--- config.mk ---
export PLATFORM = sky130hd
export DESIGN_NAME = hood_display_scan
export DESIGN_NICKNAME = d
export VERILOG_FILES = /design/src/rtl/hood_pkg.sv /design/src/rtl/hood_seg_decode.sv /design/src/rtl/hood_display_scan.sv
export SDC_FILE = /design/constraint.sdc
export NUM_CORES = 1
export LEC_CHECK = 0
export ABC_AREA = 1
export BUFFER_PORTS_ARGS = -buffer_cell sky130_fd_sc_hd__clkbuf_2
export CAP_MARGIN = 20
export CORE_MARGIN = 2
export CORE_UTILIZATION = 55
export DETAILED_ROUTE_END_ITERATION = 10
export PLACE_DENSITY = 0.84
export SLEW_MARGIN = 0
export SYNTH_ARGS = -nofsm -noshare
export SYNTH_HDL_FRONTEND = slang
export SYNTH_HIERARCHICAL = 1
export SYNTH_SLANG_ARGS = --single-unit
--- constraint.sdc ---
create_clock -name clk -period 6.6 [get_ports clk]
set_input_delay 0.33 -clock clk [delete_from_list [all_inputs] [get_ports clk]]
set_output_delay 0.33 -clock clk [all_outputs]
set_load 0.02 [all_outputs]
--- src/rtl/hood_pkg.sv ---
// Shared encodings for the range-hood display path: modes, glyph codes,
// digit positions and the per-field decimal split helpers.
package hood_pkg;

  localparam logic [2:0] MODE_STANDBY   = 3'd0;
  localparam logic [2:0] MODE_G1        = 3'd1;
  localparam logic [2:0] MODE_G2        = 3'd2;
  localparam logic [2:0] MODE_HURRICANE = 3'd3;

  // Glyph codes 0..9 are the numerals themselves.
  localparam logic [3:0] GLYPH_0     = 4'd0;
  localparam logic [3:0] GLYPH_9     = 4'd9;
  localparam logic [3:0] GLYPH_BLANK = 4'd10;
  localparam logic [3:0] GLYPH_DASH  = 4'd11;

  localparam logic [2:0] DIG_MODE   = 3'd7;
  localparam logic [2:0] DIG_GAP    = 3'd6;
  localparam logic [2:0] DIG_H_TENS = 3'd5;
  localparam logic [2:0] DIG_H_ONES = 3'd4;
  localparam logic [2:0] DIG_M_TENS = 3'd3;
  localparam logic [2:0] DIG_M_ONES = 3'd2;
  localparam logic [2:0] DIG_S_TENS = 3'd1;
  localparam logic [2:0] DIG_S_ONES = 3'd0;
  localparam logic [2:0] DIG_LAST   = 3'd7;

  function automatic logic [6:0] sat99(input logic [6:0] v);
    return (v > 7'd99) ? 7'd99 : v;
  endfunction

  function automatic logic [3:0] tens_of(input logic [6:0] v);
    logic [6:0] s;
    s = sat99(v);
    return 4'(s / 7'd10);
  endfunction

  function automatic logic [3:0] ones_of(input logic [6:0] v);
    logic [6:0] s;
    s = sat99(v);
    return 4'(s % 7'd10);
  endfunction

endpackage

--- src/rtl/hood_seg_decode.sv ---
// Glyph code to seven-segment pattern {g,f,e,d,c,b,a}, active-high.
module hood_seg_decode
  import hood_pkg::*;
(
  input  logic [3:0] glyph,
  output logic [6:0] seg
);

  always_comb begin
    seg = 7'h00;
    case (glyph)
      4'd0:       seg = 7'h3F;
      4'd1:       seg = 7'h06;
      4'd2:       seg = 7'h5B;
      4'd3:       seg = 7'h4F;
      4'd4:       seg = 7'h66;
      4'd5:       seg = 7'h6D;
      4'd6:       seg = 7'h7D;
      4'd7:       seg = 7'h07;
      4'd8:       seg = 7'h7F;
      4'd9:       seg = 7'h6F;
      GLYPH_DASH: seg = 7'h40;
      default:    seg = 7'h00;
    endcase
  end

endmodule

--- src/rtl/hood_display_scan.sv ---
// 8-digit multiplexed display scanner for the hood: mode, HH MM SS work
// time or hurricane countdown, with inputs snapshotted once per frame.
module hood_display_scan
  import hood_pkg::*;
#(
  parameter int CLK_HZ   = 100_000_000,
  parameter int SCAN_HZ  = 1000,
  parameter int BLINK_HZ = 2
) (
  input  logic       clk,
  input  logic       rst_n,
  input  logic       power_on,
  input  logic [2:0] mode_state,
  input  logic [6:0] cum_h,
  input  logic [5:0] cum_m,
  input  logic [5:0] cum_s,
  input  logic [6:0] cd_s,
  output logic [7:0] seg_en,
  output logic [7:0] seg_out
);

  localparam int DIV  = CLK_HZ / SCAN_HZ;
  localparam int CW   = (DIV > 1) ? $clog2(DIV) : 1;
  localparam int BDIV = CLK_HZ / (2 * BLINK_HZ);
  localparam int BW   = (BDIV > 1) ? $clog2(BDIV) : 1;

  logic [CW-1:0] tick_cnt;
  logic          tick;
  logic [BW-1:0] blink_cnt;
  logic          blink_on;
  logic [2:0]    dig_idx;
  logic [2:0]    next_idx;
  logic          wrap;

  logic       snap_power;
  logic [2:0] snap_mode;
  logic [6:0] snap_h;
  logic [5:0] snap_m;
  logic [5:0] snap_s;
  logic [6:0] snap_cd;

  logic       src_power;
  logic [2:0] src_mode;
  logic [6:0] src_h;
  logic [5:0] src_m;
  logic [5:0] src_s;
  logic [6:0] src_cd;

  logic       hurricane;
  logic       blink_active;
  logic [3:0] glyph;
  logic       dp;
  logic [6:0] seg7;

  assign tick     = (tick_cnt == CW'(DIV - 1));
  assign next_idx = dig_idx + 3'd1;
  assign wrap     = tick && (dig_idx == DIG_LAST);

  always_ff @(posedge clk or negedge rst_n) begin
    if (!rst_n) begin
      tick_cnt <= '0;
      dig_idx  <= 3'd0;
    end else if (tick) begin
      tick_cnt <= '0;
      dig_idx  <= next_idx;
    end else begin
      tick_cnt <= tick_cnt + 1'b1;
    end
  end

  always_ff @(posedge clk or negedge rst_n) begin
    if (!rst_n) begin
      blink_cnt <= '0;
      blink_on  <= 1'b1;
    end else if (blink_cnt == BW'(BDIV - 1)) begin
      blink_cnt <= '0;
      blink_on  <= ~blink_on;
    end else begin
      blink_cnt <= blink_cnt + 1'b1;
    end
  end

  always_ff @(posedge clk or negedge rst_n) begin
    if (!rst_n) begin
      snap_power <= 1'b0;
      snap_mode  <= 3'd0;
      snap_h     <= 7'd0;
      snap_m     <= 6'd0;
      snap_s     <= 6'd0;
      snap_cd    <= 7'd0;
    end else if (wrap) begin
      snap_power <= power_on;
      snap_mode  <= mode_state;
      snap_h     <= cum_h;
      snap_m     <= cum_m;
      snap_s     <= cum_s;
      snap_cd    <= cd_s;
    end
  end

  // Digit 0 of a new frame is rendered on the capturing tick, so it must
  // see the values being captured rather than the stale snapshot.
  always_comb begin
    src_power = wrap ? power_on   : snap_power;
    src_mode  = wrap ? mode_state : snap_mode;
    src_h     = wrap ? cum_h      : snap_h;
    src_m     = wrap ? cum_m      : snap_m;
    src_s     = wrap ? cum_s      : snap_s;
    src_cd    = wrap ? cd_s       : snap_cd;
  end

  always_comb begin
    glyph        = GLYPH_BLANK;
    dp           = 1'b0;
    hurricane    = (src_mode == MODE_HURRICANE);
    blink_active = hurricane && (src_cd <= 7'd5);
    case (next_idx)
      DIG_MODE:   glyph = (src_mode <= MODE_HURRICANE) ? {1'b0, src_mode} : GLYPH_DASH;
      DIG_GAP:    glyph = GLYPH_BLANK;
      DIG_H_TENS: if (!hurricane) glyph = tens_of(src_h);
      DIG_H_ONES: if (!hurricane) begin
                    glyph = ones_of(src_h);
                    dp    = 1'b1;
                  end
      DIG_M_TENS: if (!hurricane) glyph = tens_of({1'b0, src_m});
      DIG_M_ONES: if (!hurricane) begin
                    glyph = ones_of({1'b0, src_m});
                    dp    = 1'b1;
                  end
      DIG_S_TENS: glyph = hurricane ? tens_of(src_cd) : tens_of({1'b0, src_s});
      DIG_S_ONES: glyph = hurricane ? ones_of(src_cd) : ones_of({1'b0, src_s});
      default:    glyph = GLYPH_BLANK;
    endcase
    if (blink_active && !blink_on &&
        (next_idx == DIG_S_TENS || next_idx == DIG_S_ONES)) begin
      glyph = GLYPH_BLANK;
    end
  end

  hood_seg_decode u_dec (
    .glyph (glyph),
    .seg   (seg7)
  );

  always_ff @(posedge clk or negedge rst_n) begin
    if (!rst_n) begin
      seg_en  <= 8'h00;
      seg_out <= 8'h00;
    end else if (tick) begin
      seg_en  <= src_power ? (8'd1 << next_idx) : 8'h00;
      seg_out <= src_power ? {dp, seg7} : 8'h00;
    end
  end

endmodule

## After elaboration in Yosys (flattened, before gate mapping)

Memories as Yosys holds them, arrays and structs flattened.
Cells that the tools add are included.
Widths: inputs -> output; s select.

| word-level totals | value |
|---|---|
| input bits | 32 |
| output and inout bits | 16 |
| memories kept | 1 |
| register bits | 92 |
| memory bits (read-only) | 112 |

| operators by class | value |
|---|---|
| muxes and demuxes | 25 |
| reductions and logical operators | 8 |
| $add $sub $neg | 3 |
| equal/unequal tests | 11 |
| div/mod/pow operators | 8 |
| shift-type cells | 1 |
| bitwise operators | 1 |
| magnitude comparators | 6 |

Memory list:

| name | depth | width | read ports | clocked after memory_dff | write ports | line | RTL |
|---|---|---|---|---|---|---|---|
| (name not given) | 16 | 7 | 1 | 0 | 0 | hood_seg_decode.sv:11 | `case (glyph)` |

Operators by type and width:

| operator | count |
|---|---|
| $mux 7 | 6 |
| $mux 4 | 8 |
| $pmux 4 s8 | 1 |
| $div 7x4->7 const B | 4 |
| $mod 7x4->7 const B | 4 |
| $add 25x1->25 const B | 1 |
| $eq 25x25->1 const B | 1 |
| $mux 25 | 1 |
| $add 17x1->17 const B | 1 |
| $eq 17x17->1 const B | 1 |
| $mux 17 | 1 |
| $mux 8 | 2 |
| $eq 3x3->1 const B | 5 |
| $gt 6x7->1 const B | 2 |
| $gt 7x7->1 const B | 2 |
| $mux 6 | 2 |
| $eq 3x2->1 const B | 3 |
| $shl 1x3->8 const A | 1 |
| $le 7x3->1 const B | 1 |
| $logic_and 1x1->1 | 4 |
| $add 3x1->3 const B | 1 |
| $eq 3x1->1 const B | 1 |
| $le 3x2->1 const B | 1 |
| $logic_not 3->1 | 1 |
| 6 further kinds | 8 |

## Logic depth before layout (Yosys ltp)

An unclocked memory read counts as a cell.

| depth | value |
|---|---|
| depth after elaboration | 11 |
| depth in mapped cells | 46 |
| gate-level depth less buffers | 46 |

## Cells and area by module

Netlist, hierarchy kept.

Modules (own cells, without submodules):

| module | area each (sq um) | cells an instance | instances | seq. area each (sq um) |
|---|---|---|---|---|
| hood_display_scan | 6055.8 | 831 | 1 | 2303.5 |
| hood_seg_decode | 209.0 | 40 | 1 | 0.0 |

## Least setup slack after synthesis

No wires, ideal clock.

| path | value |
|---|---|
| path kind | register to register |
| start point | reg dig_idx[0] |
| end point | reg seg_out[3] |
| setup time | 0.118 ns |
| stages on the path, launching flop included | 41 |
| period minus slack after synthesis | 4.706 ns |
| data arrival time | 4.588 ns |
| data required time | 6.482 ns |
| path buffers | 1 |
| path slack | 1.894 ns |
| cells stage by stage | dfrtp_1 > ha_1 > ha_1 > nand4_2 > buf_6 > nand2_1 > nand2_1 > nand2_1 > inv_1 > nand2_2 > nand2_2 > inv_1 > ha_1 > o21ai_2 > inv_1 > nand3_1 > nand2_2 > ha_1 > [5 not listed] > nand2_1 > nand3_2 > nand2_1 > nand2_1 > inv_1 > ha_1 > nand3b_2 > nand3_2 > nand3_1 > a21oi_1 > inv_1 > ha_1 > nand2_1 > nand2_1 > nand2_1 > nand2_1 > nand3_1 > nand2_1 |

| on the way | value |
|---|---|
| cells in the longest elaborated chain, start to end | 11 |
| elaborated cells on any way between the ends | 51 |

Ends and longest elaborated chain:

| element | line | RTL |
|---|---|---|
| from (decl) | hood_display_scan.sv:31 | `logic [2:0] dig_idx;` |
| from (signal assigned) | hood_display_scan.sv:65 | `dig_idx <= next_idx;` |
| $eq 3x3->1 * | hood_display_scan.sv:57 | `assign wrap = tick && (dig_idx == DIG_LAST);` |
| $logic_and 1x1->1 * | hood_display_scan.sv:57 |  |
| $mux 7 * | n/a |  |
| named net src_h[5] | hood_display_scan.sv:44 | `logic [6:0] src_h;` |
| $gt 7x7->1 | hood_pkg.sv:27 | `return (v > 7'd99) ? 7'd99 : v;` |
| $mux 7 * | hood_pkg.sv:27 |  |
| $mod 7x4->7 or $div 7x4->7 (tied branches) | hood_pkg.sv:39, hood_pkg.sv:33 |  |
| $mux 4 (on tied branches) | hood_display_scan.sv:121, hood_display_scan.sv:120 |  |
| $pmux 4 s8 * | hood_display_scan.sv:117 | `case (next_idx)` |
| $mux 4 * | hood_display_scan.sv:134 | `if (blink_active && !blink_on &&` |
| named net glyph[0] | hood_display_scan.sv:51 | `logic [3:0] glyph;` |
| $mem_v2 16x7 * | n/a |  |
| named net seg7[3] | hood_display_scan.sv:53 | `logic [6:0] seg7;` |
| $mux 8 * | hood_display_scan.sv:151 | `seg_out <= src_power ? {dp, seg7} : 8'h00;` |
| to (signal assigned) | hood_display_scan.sv:151 |  |
| to (decl) | hood_display_scan.sv:19 | `output logic [7:0] seg_out` |

Mark *: on every way through the listed nets, which the timed path passes. The rest lies on a longest branch.
A chain may end at the register's enable or synchronous reset.

## Worst setup path in the final report

| path | value |
|---|---|
| start point | reg dig_idx[0] |
| end point | reg seg_out[3] |

| on the way | value |
|---|---|
| cells in the longest elaborated chain, start to end | 11 |
| elaborated cells on any way between the ends | 51 |

Ends and longest elaborated chain:

| element | line | RTL |
|---|---|---|
| $eq 3x3->1 | hood_display_scan.sv:57 |  |
| $logic_and 1x1->1 | hood_display_scan.sv:57 |  |
| $mux 6 or $mux 7 (tied branches) | n/a |  |
| $gt 6x7->1 or $gt 7x7->1 (tied branches) | hood_pkg.sv:27 |  |
| $mux 7 | hood_pkg.sv:27 |  |
| $mod 7x4->7 or $div 7x4->7 (tied branches) | hood_pkg.sv:39, hood_pkg.sv:33 |  |
| $mux 4 (tied with other cells) | hood_display_scan.sv:131 | `DIG_S_ONES: glyph = hurricane ? ones_of(src_cd) : ones_of({1'b0, src_s});` |
| $pmux 4 s8 | hood_display_scan.sv:117 |  |
| $mux 4 * | hood_display_scan.sv:134 |  |
| named net glyph[0] | hood_display_scan.sv:51 |  |
| $mem_v2 16x7 * | n/a |  |
| named net seg7[3] | hood_display_scan.sv:53 |  |
| $mux 8 * | hood_display_scan.sv:151 |  |

Marked as above.

==> metrics.cfg <==
[outcome]
status=complete, no violations

[hold_path]
min_path_type=primary input to register

[die]
dieHeight_um=111
initial_utilization_pct=57.0
row_count=38
die_w_um=111
core_um2=11000
fp.dieArea_um2=12300
ios=48

[power_and_ir_drop]
ir_drop_mv=0.145
powerDensity_nw_per_um2=160
leakage_nw=3.78
totalPowerFinal_w=0.00111

[logic_synthesis]
syn_area_um2=6260
yosysWarnings=6
synth_edf_count=0
synth.distinct_cells=53
synth_seq_cells=92
avgSynthCellArea_um2=7.19
synth_async_sr_flop_share_pct=100
synth_nets=928
synth_seq_area_share_pct=36.8
ys.flop_type=dfrtp_1
syn_inst=871

[cells_and_area]
antenna_cells=0
multi_input_comb_area_um2=3270
regArea_um2=2300
layout.cells.non_filler=1067
nFillCells=926
syn_to_final_growth_pct=10.7
drive_gt1_share_pct=16.8
final_area_um2=6930
nets=979

[critical_path]
critPathMaxFanout=20
cp-end-kind=register
path_class=register to register
required_ns=6.84
critPathMaxStageDelay_ns=0.63
cpMostUsedCell=nand2_1
crit_slowest_cell=nand4_2
worstPathArrival_ns=6.28
cp-start-kind=register
r2r_slack_ns=0.56

[sta]
period_share_pct=91.5
maxSlewViolCount=0
worst_slew_pin_slew_ns=0.943
rsz0062_at_grt=no
setup_viol=0
max_freq_mhz=166
relSlewSlack_pct=37.2
finalSetupTns_ns=0
finalHoldViolations=0
holdWs_ns=0.212
skew_ns=0.00848
post-route-min-period_ns=6.04

[global_route]
grt_use_total_pct=23.7
grt_pass1_vias=5228
grt_max_degree=77
antenna_found_initial=0
grt-ovfl-total=0
grt_pass1_wl_um=23900

[placement]
dp.cells=1050
io_buffer_count=47
dp_hpwl_um=10300
gp_routability_congestion=0.923
dpl-instance-area_um2=6630

[clock_tree]
hold_buffers=1
tritoncts=done
htreeDepth=3
clock-root-buffer=clkbuf_16
post_cts_buffers=0
numClockSinks=92
cts_resized=0
clk_latency_ns=0.35
cts_inserted_buffers=9
clk_pin_slew_worst_paths_ns=0.06
cts_buffer_depth=2

[routing]
drtAntennaViolNets=0
num_vias=5551
vias_per_cell=5.20
post_drt_wl_per_cell_um=12.9
drc_errors=0
drt_iter0_drc=363
wl_um=13800
first_pass_iters=5

[job]
drv_cap=0

==> final cells by class <==
cell class              instances  area share (%)
flip-flops and latches         92            33.2
clock buffers                  13            3.61
inverters                     167            9.06
clock inverters                 3           0.668
multi-input cells             602            47.1
repair buffers                 50            3.79
well taps                     140            2.53
==> power breakdown <==
group | internal (W) | switching [W] | total (W) | leakage (nW)
Clock | 0.000305 | 0.000216 | 0.000521 | 0.140
Sequential | 0.000564 | 0 | 0.000564 | 1.06
Combinational | 0.00000775 | 0.0000162 | 0.0000240 | 2.58
==> layout by cell type, fill, tap and decap left out, drive strengths merged, types with 2 or more instances in the layout <==
cell type	count
nand4	17
a211oi	2
clkbuf	59
nand3b	4
inv	165
o211ai	5
nor3	19
nor4	6
nand2	264
buf	3
nor3b	4
o21bai	2
nand3	77
clkinv	3
nor2	77
ha	25
dfrtp	91
a31oi	4
xor2	8
or2	5
a21oi	28
o21ai	46
==> metrics by stage <==
stage	worst slack, ns	util [%]
final	0.560	63.1
after floorplan	1.89	-
after global placement	0.998	60.3
after CTS	0.616	63.1
after detailed placement	0.639	60.3
after global routing	0.0650	63.1
==> kinds of logic after synthesis <==
logic type,share of synthesized area [%]
buffers and inverters,11.1
XOR/XNOR,1.56
flip-flops,36.8
AO/OA/AOI/OAI,8.91
AND/OR/NAND/NOR,36.7
adder cells (fa/ha/maj),4.99
==> routing by layer <==
metal / track usage, % / share of wire, % / vias to the layer above
li1: - / - / 2858
met4: 9.67 / 2.4 / 0
met1: 31.0 / 46 / 2487
met5: 0 / 0 / -
met2: 38.7 / 46 / 175
met3: 4.54 / 5.9 / 31
==> critical path: cells and delay by family (launching register included) <==
kind	cells	cell delay, ns
compound gates	2	0.51
buf+inv	5	0.41
flops	1	0.39
simple gates	25	2.95
fa+ha+maj	6	1.66
==> worst paths after layout <==
kind	from	end	cells after the start
min reg2reg	tick_cnt[0]$_DFF_PN0_	tick_cnt[0]$_DFF_PN0_	1
max in group asynchronous	rst_n	seg_out[1]$_DFFE_PN0N_	3
min	cd_s[0]	snap_cd[0]$_DFF_PN0_	3
max reg2reg	dig_idx[0]$_DFFE_PN0N_	seg_out[3]$_DFFE_PN0N_	38
min in group asynchronous	rst_n	blink_cnt[16]$_DFF_PN0_	2
max	dig_idx[0]$_DFFE_PN0N_	seg_out[3]$_DFFE_PN0N_	38
==> state kept, by name, summed over array words and instances, names as in the netlist, 6 cells and up <==
signal	flops
blink_cnt	25
tick_cnt	17
seg_en	8
seg_out	8
snap_cd	7
snap_h	7
snap_m	6
snap_s	6
==> synth_stat cells (2+ instances only) <==
cell type / instances / area [um^2]
nand2_1: 230 / 863
inv_1: 151 / 567
dfrtp_1: 91 / 2280
nor2_1: 66 / 248
nand3_1: 65 / 325
nand2_2: 30 / 188
o21ai_0: 30 / 150
a21oi_1: 28 / 140
ha_1: 25 / 313
nor3_1: 18 / 90.1
inv_2: 14 / 52.6
nand4_1: 14 / 87.6
nand3_2: 11 / 110
o21ai_1: 8 / 40.0
o21ai_2: 8 / 70.1
xor2_1: 7 / 61.3
nor4_1: 6 / 37.5
a31oi_1: 4 / 25.0
clkbuf_1: 4 / 15.0
nand2_4: 4 / 45.0
nor2_2: 4 / 25.0
nor2_4: 4 / 45.0
nor3b_1: 4 / 30.0
o211ai_1: 4 / 30.0
buf_6: 3 / 33.8
nand3b_1: 3 / 22.5
nand4_2: 3 / 37.5
nor2_8: 3 / 60.1
or2_2: 3 / 18.8
a211oi_1: 2 / 15.0
or2_0: 2 / 12.5
(Power assumes the default switching activity.)
